[src/rtl/lookup_arbiter.sv]
// lookup_arbiter
//   Round-robin arbiter that shares one MAC learning/lookup stage between four
//   ingress ports. A granted port's MAC pair is presented to the learning stage
//   with a one-cycle ml_en strobe. The stage's answer (or a timeout) is then
//   returned to that port as a one-cycle resp_valid pulse. Only one lookup is
//   in flight at any time.
//
// Ports
//   clk, rst      : clock (posedge) and synchronous active-high reset
//   req_valid     : per-port request, held until that port's resp_valid
//   req_src_mac   : port i source MAC at [48*i +: 48]
//   req_dst_mac   : port i destination MAC at [48*i +: 48]
//   resp_valid    : one-hot, one-cycle completion pulse
//   resp_port     : forwarding result (3'b110 whenever resp_valid is zero)
//   ml_en         : one-cycle lookup strobe to the learning stage
//   ml_src_mac    : source MAC held for the duration of the lookup
//   ml_dst_mac    : destination MAC held for the duration of the lookup
//   ml_src_port   : {1'b0, granted index}
//   ml_done       : learning-stage result strobe
//   ml_dst_port   : learning-stage result, valid with ml_done
//   ml_busy       : learning stage cannot accept a new lookup
//   timeout_cnt   : saturating count of lookups that timed out

module lookup_arbiter #(
  parameter int TIMEOUT_CYCLES = 64,
  parameter int NPORTS         = 4
) (
  input  logic                  clk,
  input  logic                  rst,
  input  logic [NPORTS-1:0]     req_valid,
  input  logic [48*NPORTS-1:0]  req_src_mac,
  input  logic [48*NPORTS-1:0]  req_dst_mac,
  output logic [NPORTS-1:0]     resp_valid,
  output logic [2:0]            resp_port,
  output logic                  ml_en,
  output logic [47:0]           ml_src_mac,
  output logic [47:0]           ml_dst_mac,
  output logic [2:0]            ml_src_port,
  input  logic                  ml_done,
  input  logic [2:0]            ml_dst_port,
  input  logic                  ml_busy,
  output logic [15:0]           timeout_cnt
);

  // Timer only has to count up to TIMEOUT_CYCLES-1.
  localparam int              TW         = (TIMEOUT_CYCLES > 1) ? $clog2(TIMEOUT_CYCLES) : 1;
  localparam logic [TW-1:0]   TIMER_LAST = TW'(TIMEOUT_CYCLES - 1);

  localparam logic [2:0]  PORT_DROP    = 3'b101;
  localparam logic [2:0]  PORT_TIMEOUT = 3'b110;
  localparam logic [15:0] CNT_MAX      = 16'hFFFF;

  typedef enum logic [1:0] {
    IDLE  = 2'd0,
    ISSUE = 2'd1,
    WAIT  = 2'd2,
    RESP  = 2'd3
  } state_t;

  state_t         state_r;
  logic [1:0]     rr_ptr_r;
  logic [1:0]     idx_r;
  logic [TW-1:0]  timer_r;

  logic           grant_found_s;
  logic [1:0]     grant_idx_s;

  // Round-robin pick: the first requesting port at or after ptr, wrapping mod 4.
  // The loop runs from the farthest offset down so that the nearest hit is the
  // one left in place at the end. Returns {found, index}.
  function automatic logic [2:0] rr_pick(input logic [3:0] req, input logic [1:0] ptr);
    logic [2:0] pick;
    logic [1:0] cand;
    pick = 3'b000;
    for (int off = 3; off >= 0; off--) begin
      cand = ptr + off[1:0];
      if (req[cand]) begin
        pick = {1'b1, cand};
      end
    end
    return pick;
  endfunction

  // A lookup that would send the frame back out of its own ingress port is
  // turned into a drop. Every other result, flood included, passes unchanged.
  function automatic logic [2:0] lookup_result(input logic [2:0] dst, input logic [2:0] src);
    logic [2:0] res;
    if (dst == src) begin
      res = PORT_DROP;
    end else begin
      res = dst;
    end
    return res;
  endfunction

  // One-hot completion vector for a granted index.
  function automatic logic [3:0] port_onehot(input logic [1:0] idx);
    logic [3:0] v;
    v = 4'b0001 << idx;
    return v;
  endfunction

  // Arbitration decision for the current request vector.
  always_comb begin
    logic [2:0] pick_s;
    pick_s        = rr_pick(req_valid[3:0], rr_ptr_r);
    grant_found_s = pick_s[2];
    grant_idx_s   = pick_s[1:0];
  end

  // Arbiter FSM. All outputs are registered here.
  always_ff @(posedge clk) begin
    if (rst) begin
      state_r     <= IDLE;
      rr_ptr_r    <= 2'd0;
      idx_r       <= 2'd0;
      timer_r     <= '0;
      timeout_cnt <= 16'd0;
      resp_valid  <= '0;
      resp_port   <= PORT_TIMEOUT;
      ml_en       <= 1'b0;
      ml_src_mac  <= 48'd0;
      ml_dst_mac  <= 48'd0;
      ml_src_port <= 3'd0;
    end else begin
      case (state_r)
        IDLE: begin
          resp_valid <= '0;
          resp_port  <= PORT_TIMEOUT;
          if (grant_found_s && !ml_busy) begin
            // ml_en rises with the grant so that it is high for the whole ISSUE cycle.
            idx_r       <= grant_idx_s;
            ml_src_mac  <= req_src_mac[48*grant_idx_s +: 48];
            ml_dst_mac  <= req_dst_mac[48*grant_idx_s +: 48];
            ml_src_port <= {1'b0, grant_idx_s};
            ml_en       <= 1'b1;
            state_r     <= ISSUE;
          end else begin
            ml_en   <= 1'b0;
            state_r <= IDLE;
          end
        end

        ISSUE: begin
          ml_en   <= 1'b0;
          timer_r <= '0;
          state_r <= WAIT;
        end

        WAIT: begin
          ml_en <= 1'b0;
          if (ml_done) begin
            // A real answer wins over a timeout that expires in the same cycle.
            resp_port  <= lookup_result(ml_dst_port, ml_src_port);
            resp_valid <= port_onehot(idx_r);
            state_r    <= RESP;
          end else if (timer_r == TIMER_LAST) begin
            resp_port  <= PORT_TIMEOUT;
            resp_valid <= port_onehot(idx_r);
            if (timeout_cnt != CNT_MAX) begin
              timeout_cnt <= timeout_cnt + 16'd1;
            end else begin
              timeout_cnt <= CNT_MAX;
            end
            state_r <= RESP;
          end else begin
            timer_r <= timer_r + TW'(1);
            state_r <= WAIT;
          end
        end

        RESP: begin
          // The pulse is visible during this cycle. Close it out and move the
          // round-robin pointer past the port that was just served.
          resp_valid <= '0;
          resp_port  <= PORT_TIMEOUT;
          ml_en      <= 1'b0;
          rr_ptr_r   <= idx_r + 2'd1;
          state_r    <= IDLE;
        end

        default: begin
          resp_valid <= '0;
          resp_port  <= PORT_TIMEOUT;
          ml_en      <= 1'b0;
          state_r    <= IDLE;
        end
      endcase
    end
  end

endmodule

[config.mk]
export PLATFORM = sky130hd
export DESIGN_NAME = lookup_arbiter
export DESIGN_NICKNAME = d
export VERILOG_FILES = /design/src/rtl/lookup_arbiter.sv
export SDC_FILE = /design/constraint.sdc
export NUM_CORES = 1
export LEC_CHECK = 0
export BUFFER_PORTS_ARGS = -buffer_cell sky130_fd_sc_hd__buf_2
export CAP_MARGIN = 25
export CORE_AREA = 4 4 200 202
export DETAILED_ROUTE_END_ITERATION = 16
export DIE_AREA = 0 0 204 206
export HOLD_SLACK_MARGIN = 0.15
export PLACE_DENSITY = 0.52
export SLEW_MARGIN = 20
export SYNTH_ARGS = -nofsm -noshare
export SYNTH_HDL_FRONTEND = slang
export SYNTH_SLANG_ARGS = --single-unit
export TNS_END_PERCENT = 100
[constraint.sdc]
create_clock -name clk -period 2.49 [get_ports clk]
set_input_delay 0.498 -clock clk [delete_from_list [all_inputs] [get_ports clk]]
set_output_delay 0.498 -clock clk [all_outputs]
set_load 0.01 [all_outputs]
After elaboration in Yosys (flattened, before gate mapping)

Index checks and enable logic that the tools add are counted.

Bits in registers: 132
Word-level logic and storage cells: 74

Mux-type cells: 29
Multipliers: 1
Reductions and logical operators: 11
Shift-type cells: 3
Bitwise logic cells: 1
Magnitude comparators: 4
Add/subtract/negate cells: 6
Eq/ne operators: 9

Operators by type and width:

| kind                  | number |
|---|---|
| $shiftx 192x9->48     | 2 |
| $mux 3                | 7 |
| $add 16x1->16 const B | 1 |
| $mux 16               | 1 |
| $ne 16x16->1 const B  | 1 |
| $lt 2x3->1 const B    | 4 |
| $mux 6                | 2 |
| $pmux 6 s2            | 1 |
| $bmux 1 s2            | 4 |
| $mux 1                | 8 |
| $mux 4                | 2 |
| $pmux 2 s4            | 1 |
| $pmux 4 s2            | 1 |
| $add 6x1->6 const B   | 1 |
| $eq 6x6->1 const B    | 1 |
| $pmux 3 s2            | 1 |
| $reduce_and 3->1      | 2 |
| $add 2x1->2 const B   | 2 |
| $add 2x2->2 const B   | 2 |
| $eq 2x2->1 const B    | 2 |
| $mul 2x2->4 const A   | 1 |
| $ne 2x2->1 const B    | 2 |
| $reduce_and 2->1      | 2 |
| $reduce_bool 2->1     | 2 |
| 11 further kinds      | 11 |

Longest topological paths before layout

Word-level depth: 10
Mapped depth: 9
Gate-level depth less buffers: 7

Least setup slack after synthesis

Ideal clock, no wire load.

Kind: input-to-reg
Start point: in req_valid[2]
End point: reg ml_src_mac[25]
Path slack: 0.386 ns
Data arrival time: 2.022 ns
Buffers on the path: 3
Stages: 8
Library setup time: 0.083 ns
Cell sequence: nor2b_1 a21boi_1 o32a_1 or4_1 buf_2 buf_6 buf_2 o221ai_1

Word-level cells in the longest chain between the ends: 8
Elaborated cells on any way between the ends: 16
Those cells by class: mul (1); shift (1); mux (12); reduce/logical (2)

RTL lines:

| item                                                         | RTL line | text |
|---|---|---|
| from (decl)                                                  | 30       | `input logic [NPORTS-1:0] req_valid,` |
| $bmux 1 s2                                                   | 77       | `if (req[cand]) begin` |
| $mux 1 (not written as such)                                 | 77       |  |
| $mux 3 (3 in series)                                         | 77       |  |
| $mux 3 *                                                     | 77       |  |
| $mul 2x2->4 / $logic_and 1x1->1 (equally long branches)      | 133, 130 |  |
| $shiftx 192x9->48 / $reduce_and 2->1 (equally long branches) | --       |  |
| to (signal assigned)                                         | 133      | `ml_src_mac <= req_src_mac[48*grant_idx_s +: 48];` |
| to (decl)                                                    | 36       | `output logic [47:0] ml_src_mac,` |

Mark *: on every way between the ends. The rest lies on a longest branch, timed or not. The select of a mux whose other input is x is not followed.
A chain may end at the register's enable or synchronous reset.

Final worst setup path

Start point: reg timer_r[0]
End point: reg resp_port[1]

Word-level cells in the longest chain between the ends: 3

RTL lines:

| item                       | RTL line | text |
|---|---|---|
| from (decl)                | 63       | `logic [TW-1:0] timer_r;` |
| from (signal assigned)     | 167      | `timer_r <= timer_r + TW'(1);` |
| $eq 6x6->1                 | 157      | `end else if (timer_r == TIMER_LAST) begin` |
| $ne 3x3->1 (no line)       | --       |  |
| $reduce_and 2->1 (no line) | --       |  |
| to (signal assigned)       | 154      | `resp_port <= lookup_result(ml_dst_port, ml_src_port);` |
| to (decl)                  | 34       | `output logic [2:0] resp_port,` |

Every way passes these cells.

==> metrics.yaml <==
ys_seq_area_frac: 0.369
start_util: 0.187
fmax_ghz: 0.489
row_count: 72
synth_top_area_cell: "dfxtp_1"
synth_warnings: 0
setup_viol: 0
synth_edf_count: 0
drive_gt1_frac: 0.462
drv_cap: 0
p_per_area_mw_per_mm2: 572
finish.utilization: 0.290
min_period_ns: 2.04
grt_antenna_before_repair: 6
nets: 1671
die_h_um: 206
vias: 7891
cts_setup_buffers: 0
crit_type: "reg -> reg"
die_area_mm2: 0.0420
boundaryPins: 518
cp-end-kind: "flip-flop"
wl_per_cell_um: 17.6
clkTransAtPathRegs_ns: 0.07
hold_class: "in -> reg"
fp.dieW_um: 204
fin_crit_sh: 0.821
htree_levels: 4
finalMaxSlewViolations: 0
slew_headroom: 0.534
cts_tree: "done"
syn_nets: 1159
timing_hold_violations_final: 0
gp_congestion: 0.811
ys_ff_latch: 132
yosys.cell_types.count: 48
numCtsBuffers: 17
core_area_mm2: 0.0383
postCtsHoldBufs: 0
cp.arrival_ns: 2.34
tightest_slew_ns: 0.694
n_fill_cell: 4170
yosysMostFrequentCell: "mux2i_1"
grt_start_max_net_pins: 55
synth_flop_cell: "dfxtp_1"
p_leak_nw: 5.24
grt_overflow: 0
hpwl_mm: 25.4
syn_area_per_cell_um2: 9.51
syn_area_mm2: 0.00716
clockBufferDepth: 2
yosysTopAreaCellShare: 0.369
grt_pass1_vias: 7891
cts.sinks: 132
grt_use_total: 0.140
drtIter0Drc: 315
io_buffer_count: 516
async_flop_share: 0
clk_latency_ns: 0.44
via_per_inst: 4.39
area.growth.synth_to_final_pct: 54.8
drt-pass1-iter-count: 4
wl_mm: 31.6
skew_ns: 0.0113
post_cts_resize_count: 0
yosys-top-cells-area: "dfxtp_1 37%, mux2i_1 27%, o221ai_1 12%"
synth_cells: 753
rsz0062_at_grt: "no"
grt_first_pass_wirelength_mm: 45.7
drc_errors: 0
drtAntennaViolNets: 0
status: "complete, no violations"
irDropWorstVdd_mv: 0.448
final.setup.tns_ns: 0
required_ns: 2.79
critical_path.max_fanout: 10
crit_path_start_kind: "flip-flop"
synth_common_cells: "196 x mux2i_1, 132 x dfxtp_1, 109 x nand2_1"
root_buffer: "clkbuf_16"
[cells in the final DEF (no fill, tap or decap), types with 2 or more instances in the layout]
cell type   netlist  layout
xor2_1            6       6
ha_1             11      11
nor4_1            4       4
dfxtp_1         132     132
a211oi_1          4       4
nor3_1            2       2
nand4_1           3       3
a22oi_1           4       4
a31oi_1           2       2
o221ai_1         96      96
inv_1             9       9
mux2i_1         196     196
diode_2           0       3
o21bai_1          2       2
buf_4             2      30
xnor2_1          10      10
nand2b_1          5       5
buf_2            16     516
clkinvlp_4        0       4
nor2_1           33      32
and4b_1           2       2
and4_1            2       2
nand2_1         109     109
inv_8             0       4
nor2b_1           6       6
clkbuf_16         0      17
and2_1            2       2
a21oi_1          21      21
inv_6             0       6
o21ai_0           2       2
nand3_1           8       8
buf_12            0       9
[report_power, final]
group	switching, mW	internal (mW)	total, mW
clock	1.16	1.32	2.48
sequential	0.0951	2.29	2.38
combinational	0.752	0.727	1.48
[logic make-up (layout without fill, tap and decap cells)]
kind of cell	Yosys count	after routing	synth area share
AOI/OAI and AO/OA	145	145	0.162
xor gates and xnor gates	16	16	0.0196
adders and majority gates	11	11	0.0192
buffers and inverters	71	596	0.0463
DFF	132	132	0.369
muxes	196	196	0.274
other	1	4	0.000524
and+or+nand+nor	181	181	0.109
[metrics by stage]
step                      power, mW  instance area, um2  cells  hold WS (ns)  setup WS [ns]
final                          6.34               11100   1799         0.330          0.447
after global routing           6.69               11100   1798         0.328          0.227
after CTS                      6.48               11100   1796         0.289          0.440
after detailed placement       3.92               10500   1764         0.441          0.174
after global placement         3.91               10500   1764         0.439          0.203
after floorplan                3.16                7160    753         0.449          0.386
[critical path: stages (launching register included)]
cell and delay (ns):
dfxtp_1 0.37, ha_1 0.19, and4_1 0.33, a21o_1 0.21, o21ai_1 0.26, a2111oi_0 0.48, a21oi_1 0.07
[registers in the layout, indices dropped and copies added, names as in the netlist]
name and flops:
resp_valid 4, ml_src_mac 48, ml_dst_mac 48, state_r 2, ml_src_port 2, resp_port 3, timeout_cnt 16, rr_ptr_r 2
timer_r 6, ml_en 1
[routing by layer]
layer	routed length (um)	track usage
met1	13000	0.169
met2	15600	0.239
met3	2380	0.0419
met4	687	0.0505
met5	18	0
[area by class of cell]
type                       instances  area [um2]  area share
clock inverter                    15         136      0.0123
clock buffer                      17         425      0.0384
timing repair buffer             555        2990       0.269
multi-input combinational        550        4210       0.379
antenna                            3        7.51    0.000677
tap                              518         648      0.0584
sequential                       132        2640       0.238
inverter                           9        33.8     0.00305
[worst paths after layout]
| check | start | endpoint | slack [ns] | cells after the start |
|---|---|---|---|---|
| worst max-delay path | timer_r[0]$_SDFFE_PP0P_ | resp_port[1]$_SDFFE_PP1P_ | 0.45 | 6 |
| worst min-delay path | ml_dst_port[2] | resp_port[2]$_SDFFE_PP1P_ | 0.33 | 3 |
| worst max register to register | timer_r[0]$_SDFFE_PP0P_ | resp_port[1]$_SDFFE_PP1P_ | 0.45 | 6 |
| worst min register to register | ml_dst_mac[35]$_SDFFE_PP0P_ | ml_dst_mac[35]$_SDFFE_PP0P_ | 0.46 | 2 |
(Power assumes the default switching activity.)
